--- src/rtl/lsu.sv ---
// Load/store unit: one aligned access per request over a single-outstanding
// valid/ready memory port, with local misalignment detection and load extension.
module lsu (
  input  logic        clk,
  input  logic        rst_n,
  input  logic        in_valid,
  output logic        in_ready,
  input  logic        in_wen,
  input  logic [1:0]  in_size,
  input  logic        in_unsigned,
  input  logic [63:0] in_addr,
  input  logic [63:0] in_wdata,
  output logic        mem_req_valid,
  input  logic        mem_req_ready,
  output logic [63:0] mem_addr,
  output logic        mem_wen,
  output logic [7:0]  mem_wmask,
  output logic [63:0] mem_wdata,
  input  logic        mem_resp_valid,
  input  logic [63:0] mem_resp_rdata,
  output logic        out_valid,
  input  logic        out_ready,
  output logic [63:0] out_rdata,
  output logic        out_misalign
);

  localparam logic [1:0] S_IDLE = 2'd0;
  localparam logic [1:0] S_REQ  = 2'd1;
  localparam logic [1:0] S_RESP = 2'd2;
  localparam logic [1:0] S_DONE = 2'd3;

  logic [1:0]  state_q, state_d;
  logic        wen_q, wen_d;
  logic [1:0]  size_q, size_d;
  logic        uns_q, uns_d;
  logic [63:0] addr_q, addr_d;
  logic [7:0]  wmask_q, wmask_d;
  logic [63:0] wdata_q, wdata_d;
  logic [63:0] rdata_q, rdata_d;
  logic        mis_q, mis_d;

  logic [2:0]  in_off;
  logic        in_mis;
  logic [7:0]  in_mask;
  logic [63:0] ld_shift;
  logic [63:0] ld_ext;

  assign in_off = in_addr[2:0];

  always_comb begin
    in_mis  = 1'b0;
    in_mask = 8'h00;
    case (in_size)
      2'd0: begin in_mis = 1'b0;           in_mask = 8'h01 << in_off; end
      2'd1: begin in_mis = in_off[0];      in_mask = 8'h03 << in_off; end
      2'd2: begin in_mis = |in_off[1:0];   in_mask = 8'h0F << in_off; end
      default: begin in_mis = |in_off;     in_mask = 8'hFF;           end
    endcase
  end

  // Bring the addressed lane down to bit 0, then truncate and extend by size.
  always_comb begin
    ld_shift = mem_resp_rdata >> {addr_q[2:0], 3'b000};
    ld_ext   = '0;
    case (size_q)
      2'd0: ld_ext = uns_q ? {56'd0, ld_shift[7:0]}  : {{56{ld_shift[7]}},  ld_shift[7:0]};
      2'd1: ld_ext = uns_q ? {48'd0, ld_shift[15:0]} : {{48{ld_shift[15]}}, ld_shift[15:0]};
      2'd2: ld_ext = uns_q ? {32'd0, ld_shift[31:0]} : {{32{ld_shift[31]}}, ld_shift[31:0]};
      default: ld_ext = ld_shift;
    endcase
  end

  always_comb begin
    state_d = state_q;
    wen_d   = wen_q;
    size_d  = size_q;
    uns_d   = uns_q;
    addr_d  = addr_q;
    wmask_d = wmask_q;
    wdata_d = wdata_q;
    rdata_d = rdata_q;
    mis_d   = mis_q;
    case (state_q)
      S_IDLE: begin
        if (in_valid) begin
          wen_d   = in_wen;
          size_d  = in_size;
          uns_d   = in_unsigned;
          addr_d  = in_addr;
          wmask_d = in_wen ? in_mask : 8'h00;
          wdata_d = in_wdata << {in_off, 3'b000};
          rdata_d = '0;
          mis_d   = in_mis;
          state_d = in_mis ? S_DONE : S_REQ;
        end
      end
      S_REQ: begin
        if (mem_req_ready) state_d = S_RESP;
      end
      S_RESP: begin
        if (mem_resp_valid) begin
          rdata_d = wen_q ? '0 : ld_ext;
          state_d = S_DONE;
        end
      end
      default: begin
        if (out_ready) state_d = S_IDLE;
      end
    endcase
  end

  always_ff @(posedge clk or negedge rst_n) begin
    if (!rst_n) begin
      state_q <= S_IDLE;
      wen_q   <= 1'b0;
      size_q  <= 2'd0;
      uns_q   <= 1'b0;
      addr_q  <= '0;
      wmask_q <= '0;
      wdata_q <= '0;
      rdata_q <= '0;
      mis_q   <= 1'b0;
    end else begin
      state_q <= state_d;
      wen_q   <= wen_d;
      size_q  <= size_d;
      uns_q   <= uns_d;
      addr_q  <= addr_d;
      wmask_q <= wmask_d;
      wdata_q <= wdata_d;
      rdata_q <= rdata_d;
      mis_q   <= mis_d;
    end
  end

  assign in_ready      = (state_q == S_IDLE);
  assign mem_req_valid = (state_q == S_REQ);
  assign mem_addr      = {addr_q[63:3], 3'b000};
  assign mem_wen       = wen_q;
  assign mem_wmask     = wmask_q;
  assign mem_wdata     = wdata_q;
  assign out_valid     = (state_q == S_DONE);
  assign out_rdata     = rdata_q;
  assign out_misalign  = mis_q;

endmodule

--- config.mk ---
export PLATFORM = sky130hd
export DESIGN_NAME = lsu
export DESIGN_NICKNAME = d
export VERILOG_FILES = /design/src/rtl/lsu.sv
export SDC_FILE = /design/constraint.sdc
export NUM_CORES = 1
export LEC_CHECK = 0
export CAP_MARGIN = 10
export CORE_MARGIN = 4
export CORE_UTILIZATION = 30
export CTS_BUF_LIST = sky130_fd_sc_hd__clkbuf_16
export CTS_CLUSTER_SIZE = 25
export DETAILED_ROUTE_END_ITERATION = 8
export HOLD_SLACK_MARGIN = 0.06
export MAX_ROUTING_LAYER = met4
export PLACE_DENSITY = 0.63
export SLEW_MARGIN = 20
export SYNTH_ARGS = -nofsm -noshare
export SYNTH_HDL_FRONTEND = slang
export SYNTH_SLANG_ARGS = --single-unit
--- constraint.sdc ---
create_clock -name clk -period 3.42 [get_ports clk]
set_clock_uncertainty 0.05 [all_clocks]
set_input_delay 0.684 -clock clk [delete_from_list [all_inputs] [get_ports clk]]
set_output_delay 0.684 -clock clk [all_outputs]
set_load 0.01 [all_outputs]
### Yosys cells after proc, flatten, opt, wreduce, memory -nomap -nowiden

Index checks and enable logic that the tools add are counted.
W data, S select, Z words.

| word-level totals | value |
|---|---|
| bits in registers | 207 |
| output and inout bits | 205 |

| operators by class | value |
|---|---|
| equal/unequal tests | 10 |
| reduce and logical (&&, ||, !) cells | 10 |
| mux-type cells | 17 |
| shifts and indexed selects | 5 |

Operators with widths:

| cell | count |
|---|---|
| $mux W64 | 6 |
| $pmux W64 S3 | 1 |
| $pmux W64 S2 | 1 |
| $shl A64 B6 Y64 | 1 |
| $shr A64 B6 Y64 | 1 |
| $pmux W8 S3 | 1 |
| $mux W2 | 5 |
| $eq A2 B2 Y1 const B | 4 |
| $mux W8 | 1 |
| $shl A1 B3 Y8 const A | 1 |
| $shl A2 B3 Y8 const A | 1 |
| $shl A4 B3 Y8 const A | 1 |
| $eq A2 B1 Y1 const B | 3 |
| $logic_not A2 Y1 | 3 |
| $pmux W2 S3 | 1 |
| $ne A2 B2 Y1 const B | 2 |
| $reduce_and A4 Y1 | 1 |
| $reduce_bool A4 Y1 | 1 |
| $pmux W1 S3 | 1 |
| $reduce_and A3 Y1 | 1 |
| $reduce_or A3 Y1 | 1 |
| $ne A2 B1 Y1 const B | 1 |
| $reduce_and A2 Y1 | 1 |
| $reduce_bool A2 Y1 | 1 |
| $reduce_or A2 Y1 | 1 |

### Depth between registers and ports, before layout

| logic depth | value |
|---|---|
| depth in word-level cells | 6 |
| depth in mapped cells | 10 |
| mapped depth without buffers | 7 |

### Least setup slack after synthesis

OpenSTA, ideal clock, no wires.

| timing path | value |
|---|---|
| path kind | in2reg |
| start | input port mem_resp_rdata[63] |
| end | register rdata_q[34], in the netlist out_rdata[34] |
| stages | 7 |
| arrival time | 2.319 ns |
| buffers on the path | 2 |
| setup time | 0.092 ns |
| slack | 0.958 ns |
| cells stage by stage | mux2i_1 > mux4_2 > or4_4 > and4_1 > buf_6 > buf_6 > o31ai_2 |

| on the way | value |
|---|---|
| longest elaborated chain between the ends | 6 |
| elaborated cells between the ends (all ways) | 8 |
| classes of those cells | shift (1); mux (7) |

RTL lines:

| what | line | RTL |
|---|---|---|
| start: declaration | 20 | `input logic [63:0] mem_resp_rdata,` |
| $shr A64 B6 Y64 * | 63 | `ld_shift = mem_resp_rdata >> {addr_q[2:0], 3'b000};` |
| $mux W64 (on tied branches) | 68, 66, 67 |  |
| $pmux W64 S3 * | 65 | `case (size_q)` |
| $mux W64 * | 102 | `rdata_d = wen_q ? '0 : ld_ext;` |
| $mux W64 * | 101 | `if (mem_resp_valid) begin` |
| $pmux W64 S2 * | 83 | `case (state_q)` |
| end signal: assignment | 131 | `rdata_q <= rdata_d;` |
| end: declaration | 39 | `logic [63:0] rdata_q, rdata_d;` |

Every way passes the cells marked *; elsewhere a longest branch is shown, timed or not. The select of a mux whose other input is x is not followed.
A chain may end at the register's enable or synchronous reset.

### Final worst setup path

| timing path | value |
|---|---|
| start | register state_q[0] |
| end | output port in_ready |

| on the way | value |
|---|---|
| longest elaborated chain between the ends | 1 |

RTL lines:

| what | line | RTL |
|---|---|---|
| start: declaration | 32 | `logic [1:0] state_q, state_d;` |
| start signal: assignment | 124 | `state_q <= state_d;` |
| $logic_not A2 Y1 | 136 | `assign in_ready = (state_q == S_IDLE);` |
| end: declaration | 7 | `output logic in_ready,` |

No other way between the ends.

==> qor.csv <==
stage,metric,value,unit
yosys,synth_edf_count,0,
critical_path,rrSetupSlack,0.86,ns
timing,setup_violations,0,
cells_and_area,area_delta_synth_final,43.30,%
timing,max_slew_margin,45.59,%
critical_path,arrival,2.21,ns
hold_path,holdCritPathClass,input pin to asynchronous set/reset pin,
placement,hpwl,34350,microns
die,dieWidth,204.7,microns
grt,grt_pass1_wl,65820,microns
critical_path,cp.required,2.69,ns
placement,gp_congestion,0.9914,
critical_path,path_delay_family,buffers and inverters,
die,die_area,41910,sq um
placement,port_buffers,403,
detailed_routing,routedWlPerCell,22.80,microns
yosys,synth-seq-cells,207,
yosys,ys_seq_area_share,44.61,%
timing,setup-tns-final,0,ns
clock_tree,numCtsBuffers,26,
die,ioPinCount,407,
critical_path,reg2reg_to,out_rdata[37],
timing,finalHoldViolCount,0,
grt,antenna_found_initial,3,
yosys,synth_ff_type,dfrtp_1,
critical_path,ff2ff_path_depth,6,
timing,fmaxAchievable,340.2,MHz
die,row_count,71,
critical_path,path_buf_inv,2,
clock_tree,cts-root-buf,clkbuf_16,
clock_tree,clk_latency,0.54,ns
pwr,vdd_drop_max,542.4,uV
timing,min_period,2.939,ns
detailed_routing,drt_iter0_drc,589,
critical_path,cp.depth,3,
critical_path,r2r_start,addr_q[0],
critical_path,slowest_stage,clkdlybuf4s50_1,
die,start_util,30.61,%
critical_path,critPathKind,register to output port,
critical_path,max_stage_delay,0.69,ns
cells_and_area,drive_gt1_share,13.00,%
detailed_routing,vias_per_cell,5.126,
yosys,syn_inst,1121,
detailed_routing,ant_nets,0,
yosys,syn_area,11610,sq um
timing,slew_viol_final,0,
cells_and_area,nets,1636,
pwr,power_leakage,6.975,nW
clock_tree,ctsHoldBuffers,0,
run,maxCapViolCount,0,
die,core-area,37930,sq um
detailed_routing,drcViolationCount,0,
clock_tree,cts_setup_buffers,0,
detailed_routing,finalWirelength,44690,microns
critical_path,critPathLaunchType,register,
timing,post-route-period-util,85.94,%
yosys,syn_area_per_cell,10.36,sq um
detailed_routing,num_vias,10047,
clock_tree,clk_pin_slew,0.06,ns
cells_and_area,final_core_util,43.86,%
placement,detailed_place.area,15730,sq um
clock_tree,cts_resized,0,
timing,rsz0062_at_grt,no,
critical_path,end_kind,output port,
critical_path,crit_fanout,10,
yosys,synthTopCellsByArea,"dfrtp_1 45%, mux2i_1 10%, mux2_2 7.6%",
clock_tree,cts.sink_count,207,
grt,grt_max_degree,87,
yosys,ys_types,50,
grt,grt_use_total,21.12,%
yosys,synth_top_cell_by_area,dfrtp_1,
pwr,p_per_area,875.4,nW/um^2
clock_tree,h-tree-depth,1,
yosys,async_flop_share,100.0,%
detailed_routing,drt-pass1-iter-count,5,
die,die_y,204.7,microns
yosys,yosys_warnings,0,
cells_and_area,final_cell_area,16640,sq um
grt,gr-total-overflow,0,
timing,tightest_slew,0.8161,ns
grt,first_global_vias,10468,
critical_path,crit_chain,inv_1 -> ha_1 -> clkdlybuf4s50_1,
clock_tree,cts_tree,done,
yosys,synth.top_cell.area_share,44.61,%
outcome,status,"complete, no violations",
clock_tree,cts_buffer_depth,3,
metrics by stage:
stage	power (W)	cells	worst slack [ns]	hold slack [ns]
global route	0.01544	1960	0.3764	0.1534
finish	0.01456	1960	0.4809	0.1271
CTS	0.01474	1957	0.4320	0.1237
detailed placement	0.01174	1909	0.2445	0.4208
global placement	0.01167	1909	0.2940	0.4115
floorplan	0.008391	1123	0.9584	0.3384
synth_stat cells, types with 2 or more instances:
cell type    n
a211oi_1    15
buf_2        7
mux4_2      16
a221o_1     22
a21oi_1     30
o211ai_1     7
buf_4       64
clkbuf_1    69
ha_1         8
o21ai_0    139
buf_1       12
a22o_1      26
o31ai_1      3
and2_1       3
buf_6        4
a22oi_1      7
mux2_2      78
o22ai_1      3
dfrtp_1    207
nand2_1    165
o221ai_1     2
nor3_1       3
nand2b_1     8
mux2i_1    117
o31ai_2     13
o22a_1      17
a31oi_1      3
a311oi_1     2
nand3_1      8
a21boi_0     6
a2bb2oi_1    6
nor2b_1     15
inv_1        6
or2_2        2
nor3b_1      2
and3_1       2
nor2_1      11
placed cells by master, fill, tap and decap left out, drive strengths merged, types with 7 or more instances in the layout:
cell / n
a211oi: 15
a21oi: 31
a221o: 22
a22o: 26
a22oi: 7
buf: 31
clkbuf: 27
clkdlybuf4s50: 400
clkinv: 11
dfrtp: 207
ha: 8
inv: 9
mux2: 78
mux2i: 117
mux4: 16
nand2: 165
nand2b: 8
nand3: 8
nor2: 11
nor2b: 15
o211ai: 7
o21ai: 139
o22a: 17
o31ai: 16
state kept, by name (all words and copies together), names as in the netlist:
signal	cells
out_misalign	1
addr_q	64
state_q	2
uns_q	1
out_rdata	64
mem_wmask	8
mem_wdata	64
size_q	2
mem_wen	1
how the worst max path moves through the flow:
stage                     to                from  slack [ns]
2_1_floorplan  out_rdata[34]  mem_resp_rdata[63]        0.96
3_3_place_gp   out_rdata[63]  mem_resp_rdata[55]        0.29
3_5_place_dp   out_rdata[36]  mem_resp_rdata[55]        0.24
4_1_cts             in_ready          state_q[0]        0.43
5_1_grt             in_ready          state_q[0]        0.38
6_report            in_ready          state_q[0]        0.48
layout make-up:
| cell class | count | area, sq um |
|---|---|---|
| Antenna cell | 3 | 7.507 |
| Clock buffer | 27 | 675.6 |
| Clock inverter | 21 | 222.7 |
| Fill cell | 3613 | 21290 |
| Inverter | 7 | 26.28 |
| Multi-Input combinational cell | 753 | 5555 |
| Sequential cell | 207 | 5182 |
| Tap cell | 511 | 639.4 |
| Timing Repair Buffer | 431 | 4329 |
where the power goes:
group	switching, W	internal, W
combinational	0.00364	0.00373
sequential	0.000752	0.00357
clock	0.00114	0.00174
per-layer routing:
metal	wire, microns	share of wire, %	global-route usage (%)
met5	0	0	-
met4	1290	2.9	6.174
met3	4340	9.7	6.031
met2	20970	47	34.27
met1	18100	40	25.83
logic make-up (layout without fill, tap and decap cells):
logic type	count (synthesis)	count (layout)	share of synthesized area [%]
AOI/OAI and AO/OA	307	307	17.82
muxes	211	211	20.75
adders and majority gates	8	8	0.8621
DFF	207	207	44.61
buffers and inverters	163	486	7.672
and+or+nand+nor	224	224	8.244
other	1	6	0.03230
Power figures use the tool's default switching activity.
